[config.mk]
export PLATFORM = sky130hd
export DESIGN_NAME = sr_dmem_arbiter
export DESIGN_NICKNAME = d
export VERILOG_FILES = /design/src/rtl/sr_dmem_arbiter.sv
export SDC_FILE = /design/constraint.sdc
export NUM_CORES = 1
export LEC_CHECK = 0
export CORE_AREA = 3 3 121 123
export CTS_BUF_LIST = sky130_fd_sc_hd__clkbuf_8 sky130_fd_sc_hd__clkbuf_16
export CTS_CLUSTER_DIAMETER = 80
export DETAILED_ROUTE_END_ITERATION = 16
export DIE_AREA = 0 0 124 126
export GPL_TIMING_DRIVEN = 0
export SLEW_MARGIN = 25
export SYNTH_ARGS = -nofsm -noshare
export SYNTH_HDL_FRONTEND = slang
export SYNTH_SLANG_ARGS = --single-unit
[constraint.sdc]
create_clock -name clk -period 1.6 [get_ports clk]
set_input_delay 0.4 -clock clk [delete_from_list [all_inputs] [get_ports clk]]
set_output_delay 0.4 -clock clk [all_outputs]
set_load 0.02 [all_outputs]
[src/rtl/sr_dmem_arbiter.sv]
// Round-robin arbiter sharing one synchronous data RAM port between the CPU and the EXT loader.
// Each read is issued in one cycle and its data is returned to the requester that issued it in the next cycle.
module sr_dmem_arbiter #(
  parameter int AW = 32,
  parameter int DW = 32
) (
  input  logic            clk,
  input  logic            rst,
  input  logic            cpu_req,
  input  logic            cpu_we,
  input  logic [DW/8-1:0] cpu_be,
  input  logic [AW-1:0]   cpu_addr,
  input  logic [DW-1:0]   cpu_wdata,
  output logic            cpu_gnt,
  output logic            cpu_rvalid,
  output logic [DW-1:0]   cpu_rdata,
  input  logic            ext_req,
  input  logic            ext_we,
  input  logic [DW/8-1:0] ext_be,
  input  logic [AW-1:0]   ext_addr,
  input  logic [DW-1:0]   ext_wdata,
  output logic            ext_gnt,
  output logic            ext_rvalid,
  output logic [DW-1:0]   ext_rdata,
  output logic            mem_en,
  output logic            mem_we,
  output logic [DW/8-1:0] mem_be,
  output logic [AW-1:0]   mem_addr,
  output logic [DW-1:0]   mem_wdata,
  input  logic [DW-1:0]   mem_rdata,
  output logic            busy
);

  localparam logic [1:0] IDLE   = 2'd0;
  localparam logic [1:0] RD_CPU = 2'd1;
  localparam logic [1:0] RD_EXT = 2'd2;

  localparam logic OWN_CPU = 1'b0;
  localparam logic OWN_EXT = 1'b1;

  logic [1:0] r_state;
  logic [1:0] w_next_state;
  logic       r_last_owner;
  logic       w_cpu_win;
  logic       w_ext_win;

  // Under contention the side that did not win last time gets the port; reset gates every grant.
  always_comb begin
    w_cpu_win = rst & cpu_req & (~ext_req | (r_last_owner == OWN_EXT));
    w_ext_win = rst & ext_req & (~cpu_req | (r_last_owner == OWN_CPU));
  end

  always_comb begin
    w_next_state = IDLE;
    if (w_cpu_win && !cpu_we) begin
      w_next_state = RD_CPU;
    end else if (w_ext_win && !ext_we) begin
      w_next_state = RD_EXT;
    end
  end

  // Reset to EXT ownership so the CPU wins the first contention.
  always_ff @(posedge clk or negedge rst) begin
    if (!rst) begin
      r_state      <= IDLE;
      r_last_owner <= OWN_EXT;
    end else begin
      r_state <= w_next_state;
      if (w_cpu_win) begin
        r_last_owner <= OWN_CPU;
      end else if (w_ext_win) begin
        r_last_owner <= OWN_EXT;
      end
    end
  end

  always_comb begin
    cpu_gnt    = 1'b0;
    ext_gnt    = 1'b0;
    cpu_rvalid = 1'b0;
    ext_rvalid = 1'b0;
    cpu_rdata  = '0;
    ext_rdata  = '0;
    mem_en     = 1'b0;
    mem_we     = 1'b0;
    mem_be     = '0;
    mem_addr   = '0;
    mem_wdata  = '0;
    busy       = 1'b0;
    if (rst) begin
      cpu_gnt    = w_cpu_win;
      ext_gnt    = w_ext_win;
      mem_en     = w_cpu_win | w_ext_win;
      mem_addr   = w_ext_win ? ext_addr : cpu_addr;
      mem_wdata  = w_ext_win ? ext_wdata : cpu_wdata;
      if (w_cpu_win) begin
        mem_we = cpu_we;
        mem_be = cpu_be;
      end else if (w_ext_win) begin
        mem_we = ext_we;
        mem_be = ext_be;
      end
      // Read data lanes stay zero unless their rvalid is high, keeping writeback muxes deterministic.
      cpu_rvalid = (r_state == RD_CPU);
      ext_rvalid = (r_state == RD_EXT);
      cpu_rdata  = cpu_rvalid ? mem_rdata : '0;
      ext_rdata  = ext_rvalid ? mem_rdata : '0;
      busy       = (r_state != IDLE);
    end
  end

endmodule

======== Word-level counts from Yosys, hierarchy flattened ========
Index checks and enable logic that the tools add are counted.
word-level totals
  ROM bits ................................ 0
  input bits .............................. 174
  word-level logic and storage cells ...... 44
  register bits ........................... 3
  bits in writable memories ............... 0
  output and inout port bits .............. 139
  latch bits .............................. 0
  memories ................................ 0
operators by class
  multipliers ............................. 0
  eq/ne operators ......................... 2
  muxes and demuxes ....................... 24
  reduce and logical (&&, ||, !) cells .... 6
  add/sub/neg operators ................... 0
  div/mod/pow operators ................... 0
  shift operators ......................... 0
  bitwise gates (word level) .............. 10
  order comparisons ....................... 0
operators by type and width
  operator              count
  $mux W32              8
  $mux W4               3
  $mux W1               11
  $and A1 B1 Y1         4
  $mux W2               2
  $reduce_bool A2 Y1    2
  $not A1 Y1            3
  $or A1 B1 Y1          3
  $eq A2 B1 Y1 const B  1
  $eq A2 B2 Y1 const B  1
  $logic_and A1 B1 Y1   2
  $logic_not A1 Y1      2

======== Depth between registers and ports, before layout ========
  depth after elaboration ................. 6
  depth in mapped cells ................... 5
  gate-level depth less buffers ........... 2

======== Worst setup path before layout ========
OpenSTA, ideal clock, no wires.
  path kind ............................... register to output
  start point ............................. register r_last_owner
  end point ............................... output port mem_be[0]
  stages on the path, launching flop included .. 4
  path slack .............................. -0.142 ns
  buffers on the path ..................... 1
  arrival time ............................ 1.342 ns
  cell sequence ........................... dfstp_2 > nor2b_1 > buf_2 > o32ai_1
between the ends
  longest elaborated chain between the ends .. 6
  elaborated cells on any way between the ends .. 8
RTL lines
  item                    RTL line  source
  start, declared         43        logic r_last_owner;
  start signal, assigned  66        r_last_owner <= OWN_EXT;
  start signal, assigned  70        r_last_owner <= OWN_CPU;
  start signal, assigned  72        r_last_owner <= OWN_EXT;
  $not A1 Y1              50        w_ext_win = rst & ext_req & (~cpu_req | (r_last_owner == OWN_CPU));
  $or A1 B1 Y1            50
  $and A1 B1 Y1           50
  $mux W4                 99        end else if (w_ext_win) begin
  $mux W4 *               96        if (w_cpu_win) begin
  $mux W4 *               90        if (rst) begin
  end, declared           27        output logic [DW/8-1:0] mem_be,
Every way passes the cells marked *; elsewhere a longest branch is shown, timed or not.

======== Worst setup path in the final report ========
  start point ............................. register r_last_owner
  end point ............................... output port mem_addr[14]
between the ends
  longest elaborated chain between the ends .. 5
RTL lines
  item           RTL line  source
  $not A1 Y1     50
  $or A1 B1 Y1   50
  $and A1 B1 Y1  50
  $mux W32       94        mem_addr = w_ext_win ? ext_addr : cpu_addr;
  $mux W32       90
  end, declared  28        output logic [AW-1:0] mem_addr,
No other way between the ends.

==> results.sh <==
export IMPL_outcome="finished, violations left"
export IMPL_failed_checks="setup timing"
export IMPL_drv_cap=0
export IMPL_die_x_um=124
export IMPL_reg2reg_setup_slack_ns=0.16
export IMPL_crit_arrival_ns=1.62
export IMPL_wire_per_inst_um=20.2
export IMPL_remaining_drc_errors=0
export IMPL_drt_wl_total_mm=18.6
export IMPL_first_pass_iters=4
export IMPL_period_minus_slack_ns=2.02
export IMPL_clock_latency_ns=0.23
export IMPL_io_pins=313
export IMPL_cp_slowest_cell="dfstp_2"
export IMPL_initial_core_util_pct=14.8
export IMPL_cts_sinks=3
export IMPL_timing_final_crit_share_pct=126
export IMPL_finalNetCount=916
export IMPL_synth_area_leader_cell="mux2i_1"
export IMPL_hpwl_mm=11.6
export IMPL_grt_pass1_vias=4363
export IMPL_worst_path_buf_inv=4
export IMPL_clock_skew_ns=0.00510
export IMPL_relSlewSlack_pct=81.6
export IMPL_ir_worst_vdd_mv=0.272
export IMPL_required_ns=1.20
export IMPL_area_delta_synth_final_pct=287
export IMPL_synthXorXnorAreaFrac_pct=0
export IMPL_vias=4104
export IMPL_cts_tree="yes"
export IMPL_stdcell_count=921
export IMPL_synthMuxAreaShare_pct=31.5
export IMPL_syn_inst=358
export IMPL_yosys_area_share_simple_pct=47.0
export IMPL_synth_top_family_by_area="simple AND/OR/NAND/NOR gates"
export IMPL_numCtsBuffers=3
export IMPL_hold_buffers=0
export IMPL_yosysMostFrequentCell="nand2_1"
export IMPL_ys_types=20
export IMPL_gr_usage_all_layers_pct=19.5
export IMPL_crit_family="buffers and inverters"
export IMPL_cp_max_fo=5
export IMPL_portBuffers=312
export IMPL_synth_edf_count=0
export IMPL_cts_max_level=1
export IMPL_clock_path_buffers=2
export IMPL_crit_top_cell="buf_12"
export IMPL_synth_top_cells_by_count="nand2_1 (168), nor2_1 (66), mux2i_1 (64)"
export IMPL_n_antenna_cell=0
export IMPL_synth_area_top_cells="mux2i_1 (31%), nand2_1 (31%), nor2_1 (12%)"
export IMPL_power_density_nw_per_um2=378
export IMPL_cpPeakStageDelay_ns=0.56
export IMPL_power_leakage_uw=0.00335
export IMPL_fmax_mhz=496
export IMPL_ys_ff_latch=3
export IMPL_setup_slack_ns=-0.418
export IMPL_slew_viol_final=0
export IMPL_dp_cells=850
export IMPL_worstMarginPinSlew_ns=0.276
export IMPL_crit_path_cell_trace="a21boi_4, buf_12, buf_16, buf_12, mux2i_2, buf_4"
export IMPL_gp_congestion=0.761
export IMPL_coreArea_um2=13800
export IMPL_critPathKind="flop to output pin"
export IMPL_rsz0062_at_grt="true"
export IMPL_grt_pass1_wl_mm=23.8
export IMPL_synth_top_area_share_pct=31.5
export IMPL_grt_max_degree=12
export IMPL_async_reset_ff_share_pct=100
export IMPL_setup_violations=137
export IMPL_synthAdderAreaFrac_pct=0
export IMPL_hold_viol=0
export IMPL_first_iter_violations=156
export IMPL_grt_overflow=0
export IMPL_num_rows=43
export IMPL_die_h_um=126
export IMPL_final_layout_size_suffix_gt1_share_pct=52.8
export IMPL_viasPerCell=4.46
export IMPL_synth_fp_nets=532
export IMPL_final_antenna_net_count=0
export IMPL_synth_compound_area_share_pct=3.63
export IMPL_antenna_found_initial=2
export IMPL_cp_start_kind="flop"
export IMPL_synth_flop_cell="dfrtp_1"
export IMPL_netlist_area_um2=2040
export IMPL_dp_slack_ns=-1.41
export IMPL_die_area_um2=15600
export IMPL_ys_warn_count=0
export IMPL_avgSynthCellArea_um2=5.69
export IMPL_hold_path_class="input port to asynchronous set/reset pin"
export IMPL_clk_pin_slew_worst_paths_ns=0.03
export IMPL_clockRootBuffer="clkbuf_16"
export IMPL_crit_path_end_kind="output pin"
export IMPL_synth_seq_area_share_pct=3.75
## per-stage QoR
stage                     power, uW  utilization (%)  instance area, um2  setup TNS [ns]  hold slack, ns
after CTS                      2790             52.6                7250          -33.10          0.0463
final                          2980             57.2                7880          -36.73          0.0881
after global routing           3110             57.2                7880          -41.09          0.0917
after detailed placement       1900             40.9                5630         -166.96           0.578
after global placement         1890             40.9                5630         -164.37           0.576
after floorplan                 976                -                2280           -6.26           0.104
## what timing repair did
action | CTS | global route
cloned | 14 | 2
setup endpoints to repair | 140 | 139
resized for setup | 1014 | 154
hold endpoints to repair | 0 | 0
buffers inserted | 43 | 19
pin swaps | 23 | 46
## state kept, by name (all words and copies together), names as in the netlist
register      flops
r_state           2
r_last_owner      1
## routing by layer
layer	track usage, %	part of all wire [%]	vias up
met5	0	0.15	-
met4	4.45	2.5	4
met3	6.51	11	32
met2	38.7	55	247
met1	19.1	31	1906
li1	-	-	1915
## final cells by class
type	count	area [um2]
Multi-Input combinational cell	319	2820
Sequential cell	3	78.8
Buffer	31	480
Timing Repair Buffer	382	4180
Inverter	2	12.5
Clock buffer	3	75.1
Clock inverter	1	3.75
Fill cell	1128	5890
Tap cell	180	225
## path summary, 6_finish.rpt
kind / startpoint / endpoint / cells after the start
max: r_last_owner / mem_addr[14] / 6
max in group asynchronous: rst / r_last_owner / 2
min: rst / r_state[1] / 2
min in group clk: cpu_we / r_state[0] / 2
min reg2reg: r_last_owner / r_last_owner / 3
max reg2reg: r_last_owner / r_state[0] / 6
## cell usage in the layout, fill, tap and decap left out, drive strengths merged, types with 5 or more instances in the layout
master         count
nor2              66
dlygate4sd2        5
and3               6
mux2i             64
o32ai              5
nand2            168
buf              234
clkdlybuf4s50    162
clkbuf            11
## cells by family (layout without fill, tap and decap cells)
logic type,after synthesis,after routing
compound gates,8,8
mux,64,64
flops,3,3
simple gates,247,247
buf+inv,36,419
## report_power, final
part,switching [uW],leakage (uW),internal (uW)
sequential,10.8,0.0000346,87.9
clock,72.3,0.0000423,323
combinational,1100,0.00328,1380
total,1190,0.00335,1790
Note: power is estimated with default switching activity, not from simulation.
